[config.mk]
export PLATFORM = sky130hd
export DESIGN_NAME = countdown_ctrl_16bit
export DESIGN_NICKNAME = d
export VERILOG_FILES = /design/src/rtl/countdown_ctrl_16bit_pkg.sv /design/src/rtl/countdown_ctrl_16bit_decrement.sv /design/src/rtl/countdown_ctrl_16bit_tick_prescaler.sv /design/src/rtl/countdown_ctrl_16bit.sv
export SDC_FILE = /design/constraint.sdc
export NUM_CORES = 1
export LEC_CHECK = 0
export ABC_AREA = 1
export BUFFER_PORTS_ARGS = -buffer_cell sky130_fd_sc_hd__buf_2
export CAP_MARGIN = 10
export CORE_MARGIN = 2
export CORE_UTILIZATION = 40
export DETAILED_ROUTE_END_ITERATION = 12
export HOLD_SLACK_MARGIN = 0.1
export PLACE_DENSITY = 0.71
export SLEW_MARGIN = 20
export SYNTH_ARGS = -nofsm -noshare
export SYNTH_HDL_FRONTEND = slang
export SYNTH_HIERARCHICAL = 1
export SYNTH_SLANG_ARGS = --single-unit
[constraint.sdc]
create_clock -name clk -period 2.8 [get_ports clk]
set_input_delay 0.14 -clock clk [delete_from_list [all_inputs] [get_ports clk]]
set_output_delay 0.14 -clock clk [all_outputs]
set_load 0.1 [all_outputs]
[src/rtl/countdown_ctrl_16bit_pkg.sv]
// Shared types and constants for the countdown sequencer (countdown_ctrl_16bit).
package countdown_ctrl_16bit_pkg;

  localparam int CNT_W = 16;

  typedef enum logic [2:0] {
    ST_IDLE   = 3'd0,
    ST_LOADED = 3'd1,
    ST_RUN    = 3'd2,
    ST_PAUSED = 3'd3,
    ST_DONE   = 3'd4
  } state_e;

endpackage

[src/rtl/countdown_ctrl_16bit_decrement.sv]
// 16-bit decrement datapath: dec_o = a_i - 1, ovf_o flags the wrap from zero.
module decrement_16bit
  import countdown_ctrl_16bit_pkg::*;
(
  input  logic [CNT_W-1:0] a_i,
  output logic [CNT_W-1:0] dec_o,
  output logic             ovf_o
);

  assign dec_o = a_i - CNT_W'(1);
  assign ovf_o = (a_i == '0);

endmodule

[src/rtl/countdown_ctrl_16bit_tick_prescaler.sv]
// PRESCALE-modulo tick counter; step_o strobes on the last phase while enabled.
module tick_prescaler
  import countdown_ctrl_16bit_pkg::*;
#(
  parameter int PRESCALE = 1
) (
  input  logic clk_i,
  input  logic rst_i,
  input  logic en_i,
  input  logic clr_i,
  output logic step_o
);

  localparam logic [CNT_W-1:0] LAST = CNT_W'(PRESCALE - 1);

  logic [CNT_W-1:0] cnt_q;
  logic [CNT_W-1:0] cnt_d;

  assign step_o = en_i && (cnt_q == LAST);

  // With en_i low the phase simply holds, which is what makes pause lossless.
  always_comb begin
    cnt_d = cnt_q;
    if (clr_i) begin
      cnt_d = '0;
    end else if (en_i) begin
      cnt_d = (cnt_q == LAST) ? '0 : cnt_q + CNT_W'(1);
    end
  end

  always_ff @(posedge clk_i or posedge rst_i) begin
    if (rst_i) begin
      cnt_q <= '0;
    end else begin
      cnt_q <= cnt_d;
    end
  end

endmodule

[src/rtl/countdown_ctrl_16bit.sv]
// Loadable 16-bit countdown sequencer with prescaled steps and a one-cycle done pulse.
// Optional `COUNTDOWN_AUTO_RELOAD_EN: reload the count on reaching zero and keep running.
module countdown_ctrl_16bit
  import countdown_ctrl_16bit_pkg::*;
#(
  parameter int PRESCALE = 1
) (
  input  logic             clk,
  input  logic             rst,
  input  logic             abort,
  input  logic             load,
  input  logic [CNT_W-1:0] load_val,
  input  logic             start,
  input  logic             pause,
  output logic [CNT_W-1:0] count,
  output logic             busy,
  output logic             done,
  output logic             err
);

  state_e           state_q;
  logic [CNT_W-1:0] count_q;
  logic             busy_q;
  logic             done_q;
  logic             err_q;
`ifdef COUNTDOWN_AUTO_RELOAD_EN
  logic [CNT_W-1:0] reload_q;
`endif

  logic [CNT_W-1:0] decVal;
  logic             decOvf;
  logic             runEn;
  logic             prescClr;
  logic             step;

  // Prescaler advances only on edges where the run is active and pause is low.
  assign runEn    = ((state_q == ST_RUN) || (state_q == ST_PAUSED)) && !pause && !abort;
  assign prescClr = abort || ((state_q == ST_LOADED) && start);

  tick_prescaler #(
    .PRESCALE(PRESCALE)
  ) uPrescaler (
    .clk_i (clk),
    .rst_i (rst),
    .en_i  (runEn),
    .clr_i (prescClr),
    .step_o(step)
  );

  decrement_16bit uDecrement (
    .a_i  (count_q),
    .dec_o(decVal),
    .ovf_o(decOvf)
  );

  always_ff @(posedge clk or posedge rst) begin
    if (rst) begin
      state_q  <= ST_IDLE;
      count_q  <= '0;
      busy_q   <= 1'b0;
      done_q   <= 1'b0;
      err_q    <= 1'b0;
`ifdef COUNTDOWN_AUTO_RELOAD_EN
      reload_q <= '0;
`endif
    end else begin
      done_q <= 1'b0;
      if (abort) begin
        state_q <= ST_IDLE;
        count_q <= '0;
        busy_q  <= 1'b0;
      end else begin
        case (state_q)
          ST_IDLE, ST_DONE: begin
            if (load) begin
              state_q  <= ST_LOADED;
              count_q  <= load_val;
              busy_q   <= 1'b1;
`ifdef COUNTDOWN_AUTO_RELOAD_EN
              reload_q <= load_val;
`endif
            end
          end
          ST_LOADED: begin
            if (start) begin
              if (count_q == '0) begin
                state_q <= ST_DONE;
                done_q  <= 1'b1;
                busy_q  <= 1'b0;
              end else begin
                state_q <= ST_RUN;
              end
            end
          end
          ST_RUN, ST_PAUSED: begin
            state_q <= pause ? ST_PAUSED : ST_RUN;
            // A step from zero would wrap; flag it and keep the count at zero.
            if (step) begin
              if (decOvf) begin
                err_q   <= 1'b1;
                state_q <= ST_DONE;
                busy_q  <= 1'b0;
              end else if (decVal == '0) begin
                done_q <= 1'b1;
`ifdef COUNTDOWN_AUTO_RELOAD_EN
                if (reload_q != '0) begin
                  count_q <= reload_q;
                end else begin
                  count_q <= '0;
                  state_q <= ST_DONE;
                  busy_q  <= 1'b0;
                end
`else
                count_q <= '0;
                state_q <= ST_DONE;
                busy_q  <= 1'b0;
`endif
              end else begin
                count_q <= decVal;
              end
            end
          end
          default: begin
            state_q <= ST_IDLE;
            count_q <= '0;
            busy_q  <= 1'b0;
          end
        endcase
      end
    end
  end

  assign count = count_q;
  assign busy  = busy_q;
  assign done  = done_q;
  assign err   = err_q;

endmodule
Word level (Yosys, flattened, before mapping)
Index checks and enable logic that the tools add are counted.
{"block": "classes", "add_sub_neg": 2, "eq_ne": 11, "mux": 33, "n_bitwise": 1, "reduce_logical": 19}
{"operator": "two-way mux 16 bit", "count": 8}
{"operator": "logical NOT 16 bit", "count": 3}
{"operator": "case mux 16 bit (3 select lines)", "count": 1}
{"operator": "two-way mux 3 bit", "count": 7}
{"operator": "adder 16 x 1 -> 16 bit, second input constant", "count": 1}
{"operator": "subtractor 16 x 1 -> 16 bit, second input constant", "count": 1}
{"operator": "inequality test 3 bit, second input constant", "count": 5}
{"operator": "two-way mux 1 bit", "count": 14}
{"operator": "case mux 3 bit (3 select lines)", "count": 1}
{"operator": "AND reduction 4 bit", "count": 2}
{"operator": "equality test 3 x 2 -> 1 bit, second input constant", "count": 2}
{"operator": "AND reduction 5 bit", "count": 1}
{"operator": "logical AND 1 bit", "count": 4}
{"operator": "inequality test 4 bit, second input constant", "count": 1}
{"operator": "OR reduction 2 bit", "count": 2}
{"operator": "equality test 3 x 1 -> 1 bit, second input constant", "count": 1}
{"operator": "equality test 3 bit, second input constant", "count": 1}
{"operator": "logical NOT 3 bit", "count": 1}
{"operator": "case mux 1 bit (3 select lines)", "count": 1}
{"operator": "logical NOT 1 bit", "count": 2}
{"operator": "logical OR 1 bit", "count": 2}
{"operator": "inequality test 2 bit, second input constant", "count": 1}
{"operator": "case mux 1 bit (2 select lines)", "count": 1}
{"operator": "AND reduction 2 bit", "count": 1}
{"operator": "other kinds (2)", "count": 2}
{"block": "totals", "reg_bits": 38, "inputBits": 22, "output_inout_bits": 19}

Longest topological paths before layout
Gate-level depths: netlist (run 1).
{"block": "logic_depth", "depth_word": 8, "ltp_mapped": 17, "depth_no_buf": 17}

Modules after synthesis
Netlist (run 1), hierarchy kept.
{"module": "countdown_ctrl_16bit", "n_inst": 1, "cells_per_inst": 170, "area_per_inst_um2": 1465.2, "seq_area_each_um2": 550.5}
{"module": "tick_prescaler", "n_inst": 1, "cells_per_inst": 154, "area_per_inst_um2": 1046.0, "seq_area_each_um2": 400.4}
{"module": "decrement_16bit", "n_inst": 1, "cells_per_inst": 82, "area_per_inst_um2": 462.9, "seq_area_each_um2": 0.0}

Worst setup path after synthesis (run 1)
OpenSTA, ideal clock, no wires.
{"block": "synth_path", "path_kind": "reg2reg", "from": "register count_q[0] (netlist: count[0])", "to": "register state_q[0]", "setup_time_ps": 118, "arrival_time_ps": 2470, "required_time_ps": 2682, "setup_slack_ps": 212, "path_stages_with_launch": 17, "synth_period_minus_slack_ps": 2588, "cell_sequence": "dfrtp_1 inv_1 ha_1 nand2_1 nor2_8 nand3b_1 nand2_1 nor2_1 nand2_1 nor2_1 nand2_1 nand2_1 nand2_1 nand3_1 nand2_1 nand2_1 nand2_1"}
{"block": "synth_via", "elab_chain_cells": 7, "elab_cells_between_ends": 8}
{"item": "start, declared", "line_no": "countdown_ctrl_16bit.sv:22", "source": "logic [CNT_W-1:0] count_q;"}
{"item": "start signal, assigned", "line_no": "countdown_ctrl_16bit.sv:77", "source": "count_q <= load_val;"}
{"item": "start signal, assigned", "line_no": "countdown_ctrl_16bit.sv:119", "source": "count_q <= decVal;"}
{"item": "subtractor 16 x 1 -> 16 bit", "line_no": "countdown_ctrl_16bit_decrement.sv:10", "source": "assign dec_o = a_i - CNT_W'(1);"}
{"item": "net decVal[0]", "line_no": "countdown_ctrl_16bit.sv:30", "source": "logic [CNT_W-1:0] decVal;"}
{"item": "logical NOT 16 bit", "line_no": "countdown_ctrl_16bit.sv:103", "source": "end else if (decVal == '0) begin"}
{"item": "two-way mux 3 bit", "line_no": "countdown_ctrl_16bit.sv:103"}
{"item": "two-way mux 3 bit", "line_no": "countdown_ctrl_16bit.sv:99", "source": "if (decOvf) begin"}
{"item": "two-way mux 3 bit", "line_no": "countdown_ctrl_16bit.sv:98", "source": "if (step) begin"}
{"item": "case mux 3 bit (3 select lines)", "line_no": "countdown_ctrl_16bit.sv:73", "source": "case (state_q)"}
{"item": "two-way mux 3 bit", "line_no": "countdown_ctrl_16bit.sv:68", "source": "if (abort) begin"}
{"item": "end signal, assigned", "line_no": "countdown_ctrl_16bit.sv:96", "source": "state_q <= pause ? ST_PAUSED : ST_RUN;"}
{"item": "end, declared", "line_no": "countdown_ctrl_16bit.sv:21", "source": "state_e state_q;"}
The timed path passes the listed nets, and every way through them passes these cells.
A chain may end at the register's enable or synchronous reset.

Worst setup path after layout (run 1)
{"block": "layout_path", "from": "register state_q[1]", "to": "register count_q[14] (netlist: count[14])"}
{"block": "layout_via", "elab_chain_cells": 7, "elab_cells_between_ends": 18}
{"item": "equality test 3 x 2 -> 1 bit", "line_no": "countdown_ctrl_16bit.sv:37", "source": "assign runEn = ((state_q == ST_RUN) || (state_q == ST_PAUSED)) && !pause && !abort;"}
{"item": "logical OR 1 bit (*)", "line_no": "countdown_ctrl_16bit.sv:37"}
{"item": "logical AND 1 bit (*) (2 in a row)", "line_no": "countdown_ctrl_16bit.sv:37"}
{"item": "net runEn", "line_no": "countdown_ctrl_16bit.sv:32", "source": "logic runEn;"}
{"item": "logical AND 1 bit (*)", "line_no": "countdown_ctrl_16bit_tick_prescaler.sv:19", "source": "assign step_o = en_i && (cnt_q == LAST);"}
{"item": "net step", "line_no": "countdown_ctrl_16bit.sv:34", "source": "logic step;"}
{"item": "inequality test 3 bit (no line) (*)"}
{"item": "AND reduction 4 bit (no line) (*)"}
Mark *: on every way through the listed nets, which the timed path passes. The rest lies on a longest branch.

==> run_results.csv, run 1 <==
group,metric,value,unit
setup_path,crit_path_cell_trace,"inv_2 > nor2_4 > inv_2 > nor2_2 > inv_2 > nor2_1 > inv_1 > nor2_1 > a21oi_2 > nor2_4 > buf_12 > nand3_1 > o21ai_2",
finish,fillers,745,
run,max_cap_viol_count,0,
setup_path,required,3.02,ns
clock_tree,cts.hold.buffers_added,1,
finish,final_core_util,47.2,%
logic_synthesis,synth_edf_count,0,
finish,layout-drive-gt1-share,27.5,%
outcome,status,"complete, no violations",
placed_design,dp_cells,538,
setup_path,cp.arrival,2.46,ns
timing,period_share,80.1,%
placed_design,place.gp.congestion,0.847,
detailed_routing,drc,0,
finish,final_area,3410,µm²
logic_synthesis,yosysSeqAreaShare,32.0,%
die,rows,31,
timing,fmax,446,MHz
timing,finalSetupTns,0,ns
detailed_routing,routedWlPerCell,12.9,µm
logic_synthesis,synth_top_cell_area_share,32.0,%
detailed_routing,drtIter0Drc,133,
logic_synthesis,synthFlopType,"dfrtp_1",
setup_path,cp_slowest_cell,"dfrtp_1",
setup_path,reg2regPathDepth,13,
timing,worst_slack,0.557,ns
finish,instances_no_fill,547,
clock_tree,cts_inserted_buffers,5,
detailed_routing,finalWirelength,7060,µm
global_route,grt-ovfl-total,0,
global_route,first_global_vias,2605,
setup_path,path_max_fanout,32,
die,coreArea,7210,µm²
logic_synthesis,synth_area_leader_cell,"dfrtp_1",
timing,finalMaxSlewViolations,0,
die,die_w,90.2,µm
finish,area_growth,14.5,%
finish,multiInputGateArea,1710,µm²
timing,fin_hold_ws,0.168,ns
timing,final.setup_skew,0.0145,ns
setup_path,endpoint,"count[14]",
power_and_ir_drop,leakage,1.72,nW
setup_path,critical_path_depth,13,
finish,ff_latch_area,951,µm²
detailed_routing,drt_first_pass_iters,4,
finish,fin_nets,472,
setup_path,crit_top_cell,"inv_2",
global_route,grt_max_degree,33,
setup_path,critPathBufInv,5,
die,die_h,90.2,µm
placed_design,placed_area,3260,µm²
clock_tree,insertion_delay,0.30,ns
clock_tree,cts_resized,0,
setup_path,crit_path_end_kind,"flip-flop",
placed_design,io_buffers,40,
global_route,grt_usage,17.6,%
timing,hold_viol,0,
power_and_ir_drop,power.density,1280,nW/µm²
logic_synthesis,syn_avg_cell_area,7.33,µm²
timing,rsz0062_at_grt,"no",
detailed_routing,ant_nets,0,
clock_tree,cts_tree,"yes",
clock_tree,postCtsSetupBuffers,0,
clock_tree,clockBufferDepth,2,
setup_path,crit_path_start_kind,"flip-flop",
clock_tree,cts_root_buffer,"clkbuf_8",
timing,tightest_slew,0.892,ns
die,die_area,8140,µm²
timing,slew_headroom,40.5,%
global_route,antenna_found_initial,0,
detailed_routing,vias_per_cell,5.04,
setup_path,cp-startpoint,"state_q[1]",
clock_tree,clk_pin_slew_worst_paths,0.08,ns
timing,setup_viol,0,
setup_path,worstSetupPathType,"flip-flop to flip-flop",
global_route,grt_pass1_wl,11700,µm
clock_tree,htree_levels,2,
finish,diodes,0,
logic_synthesis,syn-num-nets,431,
setup_path,worst-r2r-setup-slack,0.56,ns
logic_synthesis,synth_seq_cells,38,
logic_synthesis,synth_async_sr_flop_share,100,%
clock_tree,cts.sinks,38,
setup_path,r2r-start,"state_q[1]",
power_and_ir_drop,peakVddDrop,1.02,mV
logic_synthesis,synth_area_leaders,"dfrtp_1 (32%), nand2_1 (12%), nor2_1 (6.9%)",
logic_synthesis,syn_area,2970,µm²
logic_synthesis,netlist_instances,406,
logic_synthesis,yosys_warnings,6,
placed_design,dp_hpwl,5270,µm
hold_path,hp-class,"input port to flip-flop",
die,ioPinCount,41,
timing,period_needed,2.24,ns
detailed_routing,vias,2756,
setup_path,cp_top_family,"simple AND/OR/NAND/NOR gates",
setup_path,slowest_delay,0.44,ns
placed_design,preCtsSetupSlack,0.581,ns
setup_path,r2r-end,"count[14]",
die,start_util,41.2,%
power_and_ir_drop,p_total,4.35,mW
logic_synthesis,synth.distinct_cells,37,
## worst reg2reg max path: stages, from the launching register on
cell and delay, ns:
dfrtp_1 0.44, inv_2 0.07, nor2_4 0.09, inv_2 0.04, nor2_2 0.13, inv_2 0.06, nor2_1 0.19, inv_1 0.13
nor2_1 0.35, a21oi_2 0.13, nor2_4 0.11, buf_12 0.23, nand3_1 0.12, o21ai_2 0.08
## final cells by class
class | instances | area share [%]
multi-input combinational | 295 | 50.3
sequential | 38 | 27.9
timing repair buffer | 44 | 7.20
inverter | 63 | 6.94
tap | 99 | 3.64
clock buffer | 5 | 2.02
clock inverter | 3 | 2.02
## power breakdown
part           internal, mW  total (mW)  switching, mW  leakage [nW]
logic                 0.795        2.89           2.10          1.13
registers             0.670       0.889          0.219         0.517
clock network         0.357       0.573          0.216        0.0683
total                  1.82        4.35           2.53          1.72
## per-layer routing
metal	wire, µm	global-route usage, %
met1	3060	21.3
met2	3570	32.0
met3	337	3.19
met4	87	4.49
met5	0	0
## cell families (layout without fill, tap and decap cells)
group                      after synthesis  after routing  share of synthesized area (%)
buffers and inverters                   73            115                           10.5
and+or+nand+nor                        228            228                           38.6
AOI/OAI and AO/OA                       53             53                           14.2
DFF                                     38             38                           32.0
xor gates and xnor gates                11             11                           3.49
adders and majority gates                3              3                           1.26
## synthesized netlist by cell type, types with 4 or more instances
library cell  instances
nor2_1               55
xor2_1                8
buf_6                 4
inv_1                48
nor2_2                7
nand3_2              14
nand3b_1              4
o21ai_0               9
dfrtp_1              38
nor3_1                4
nand2_1              93
nand3_1              26
nor2_4                6
inv_2                15
nand4_1               8
nand2_2               4
a22o_1               16
o21ai_2              18
## cells in the final DEF, fill, tap and decap left out, drive strengths merged, types with 2 or more instances in the layout
cell     n
xor2     9
ha       3
o21bai   2
nor3     5
inv     63
bufinv   2
o21ai   31
nand3b   4
dfrtp   38
clkbuf   5
nand2   98
nor2    70
nand4    9
buf     43
nand3   40
a22o    16
xnor2    2
## registers in the layout (all words and copies together), names as in the netlist
| name | count |
|---|---|
| err | 1 |
| uPrescaler/cnt_q | 16 |
| busy | 1 |
| state_q | 3 |
| done | 1 |
| count | 16 |
## worst min path at each step
stage / start / end / slack (ns) / depth (start not counted)
after floorplan: rst / uPrescaler/cnt_q[0] / 0.05 / 1
after global placement: rst / uPrescaler/cnt_q[5] / 0.27 / 2
after detailed placement: rst / uPrescaler/cnt_q[5] / 0.28 / 2
after CTS: start / state_q[0] / 0.17 / 4
after global routing: load_val[4] / count[4] / 0.21 / 4
final: start / state_q[0] / 0.17 / 4
Note: power is estimated with default switching activity, not from simulation.
==> run 2, diff against run 1 <==
Settings changed: PLACE_DENSITY 0.71 to 0.73.
Clock period 2.8 ns to 2 ns, I/O delays scaled along.
==> run 2 against run 1 <==
  * The run now ends with setup timing left
  * Worst setup slack worse by 0.74 ns
  * Register-to-register slack got worse by 0.74 ns
  * Combinational power is 73% higher
  * Fmax up 2.8%
  * Die area is the same
  * Cell count rose by 11%
  * Largest cell class unchanged
==> run_results.csv, run 2 (synthesis results as in run 1) <==
group,metric,value,unit
finish,fin_nets,533,
setup_path,crit_path_cell_trace,"buf_6 > nor2_4 > nand2_4 > nor2_8 > nand2_2 > nand2_1 > nand2_1 > nor2_1 > nand2_1 > nor2_2 > nand2_2 > nand2_2 > nand2_2 > nand3_2 > nand2_1 > nand2_1 > nand2_1",
clock_tree,insertion_delay,0.29,ns
finish,final_area,4000,µm²
timing,setup_viol,5,
detailed_routing,drtIter0Drc,169,
timing,worst_slack,-0.183,ns
detailed_routing,routedWlPerCell,13.3,µm
placed_design,placed_area,3690,µm²
setup_path,r2r-end,"state_q[0]",
timing,period_needed,2.18,ns
setup_path,cp-startpoint,"count[1]",
setup_path,crit_path_start_kind,"flip-flop",
die,ioPinCount,41,
global_route,grt_usage,20.1,%
detailed_routing,vias,3006,
setup_path,reg2regPathDepth,17,
clock_tree,cts_inserted_buffers,5,
timing,fmax,458,MHz
die,die_h,90.2,µm
global_route,grt_util_met3,2.26,%
timing,tightest_slew,0.616,ns
setup_path,r2r-start,"count[1]",
timing,final.setup_skew,0.0113,ns
outcome,violations,"setup timing",
die,rows,31,
setup_path,slowest_delay,0.50,ns
timing,rsz0062_at_grt,"yes",
power_and_ir_drop,p_total,6.86,mW
setup_path,endpoint,"state_q[0]",
finish,diodes,0,
hold_path,hp-class,"input port to flip-flop",
finish,area_growth,34.5,%
placed_design,dp_hpwl,5800,µm
clock_tree,clk_pin_slew_worst_paths,0.08,ns
finish,final_cell_mix,"nand2_1 (86), buf_4 (58), nor2_1 (51), inv_1 (45), buf_2 (40)",
setup_path,crit_top_cell,"nand2_1",
setup_path,worstSetupPathType,"flip-flop to flip-flop",
detailed_routing,vias_per_cell,4.94,
global_route,grt_max_degree,23,
die,start_util,41.2,%
global_route,first_global_vias,2997,
finish,final_common_cell,"nand2_1",
finish,fillers,679,
clock_tree,cts.sinks,38,
die,coreArea,7210,µm²
global_route,antenna_found_initial,0,
detailed_routing,drt_first_pass_iters,4,
timing,slew_headroom,58.9,%
setup_path,cp_slowest_cell,"dfrtp_4",
power_and_ir_drop,leakage,2.01,nW
finish,layout-drive-gt1-share,42.8,%
global_route,gr-usage-met1,27.6,%
power_and_ir_drop,power.density,1710,nW/µm²
outcome,status,"complete, but fails checks",
timing,period_share,109,%
finish,instances_no_fill,608,
run,max_cap_viol_count,0,
timing,finalMaxSlewViolations,0,
clock_tree,cts_tree,"yes",
placed_design,dp_cells,590,
setup_path,cp.arrival,2.36,ns
placed_design,place.gp.congestion,0.891,
clock_tree,htree_levels,2,
setup_path,crit_path_end_kind,"flip-flop",
finish,final_core_util,55.4,%
detailed_routing,drc,0,
global_route,globalRoute.busiestLayer,"met2",
setup_path,path_max_fanout,6,
detailed_routing,ant_nets,0,
setup_path,worst-r2r-setup-slack,-0.18,ns
setup_path,required,2.17,ns
clock_tree,clockBufferDepth,2,
timing,fin_hold_ws,0.151,ns
power_and_ir_drop,peakVddDrop,1.72,mV
finish,ff_latch_area,977,µm²
die,die_w,90.2,µm
die,die_area,8140,µm²
global_route,grt_util_met2,34.1,%
finish,multiInputGateArea,1820,µm²
global_route,grt_pass1_wl,13600,µm
clock_tree,cts_root_buffer,"clkbuf_8",
detailed_routing,finalWirelength,8070,µm
placed_design,io_buffers,40,
timing,hold_viol,0,
global_route,grt-ovfl-total,0,
==> run 2: worst min path at each step <==
stage / to / slack (ns) / depth (start not counted) / startpoint
after floorplan: uPrescaler/cnt_q[0] / 0.01 / 1 / rst
after global placement: count[2] / 0.18 / 3 / rst
after detailed placement: count[2] / 0.19 / 3 / rst
after CTS: state_q[0] / 0.14 / 4 / start
after global routing: state_q[0] / 0.20 / 4 / start
final: state_q[0] / 0.15 / 4 / start
==> run 2: report_power, final <==
group          total, mW  switching [mW]  internal [mW]
Sequential          1.19           0.216          0.973
Combinational       5.01            3.35           1.66
Clock              0.661           0.293          0.368
Total               6.86            3.86           3.00
==> run 2: final cells by class <==
class                      count  share of cell area (%)
clock buffer                   5                    1.72
clock inverter                 3                    1.00
inverter                      63                    5.98
multi-input combinational    296                    45.6
sequential                    38                    24.4
tap                           99                    3.10
timing repair buffer         104                    18.2
==> run 2: critical path, delay by kind of cell (launching register included) <==
kind	cells	cell delay, ns
buffers and inverters	1	0.13
AND/OR/NAND/NOR	16	1.45
flip-flops	1	0.50
==> run 2: what timing repair did <==
item / 4_1_cts / 5_1_grt
hold buffers: 1 / 0
pin swaps: 12 / 17
hold endpoints to repair: 38 / 0
cloned: 1 / 0
setup endpoints to repair: 20 / 27
buffers inserted: 5 / 4
resized for setup: 4 / 19
==> run 2: metal layers <==
metal / part of all wire, % / up-vias
met2: 51 / 74
met5: 0 / -
met4: 0.99 / 0
met1: 44 / 1431
li1: - / 1494
met3: 4.1 / 7
==> run 2: metrics by stage <==
stage | setup WS, ns | setup TNS [ns]
finish | -0.183 | -0.739
global route | -0.318 | -2.14
CTS | -0.00832 | -0.00937
detailed placement | -0.346 | -4.92
global placement | -0.259 | -3.53
floorplan | 0.00437 | 0
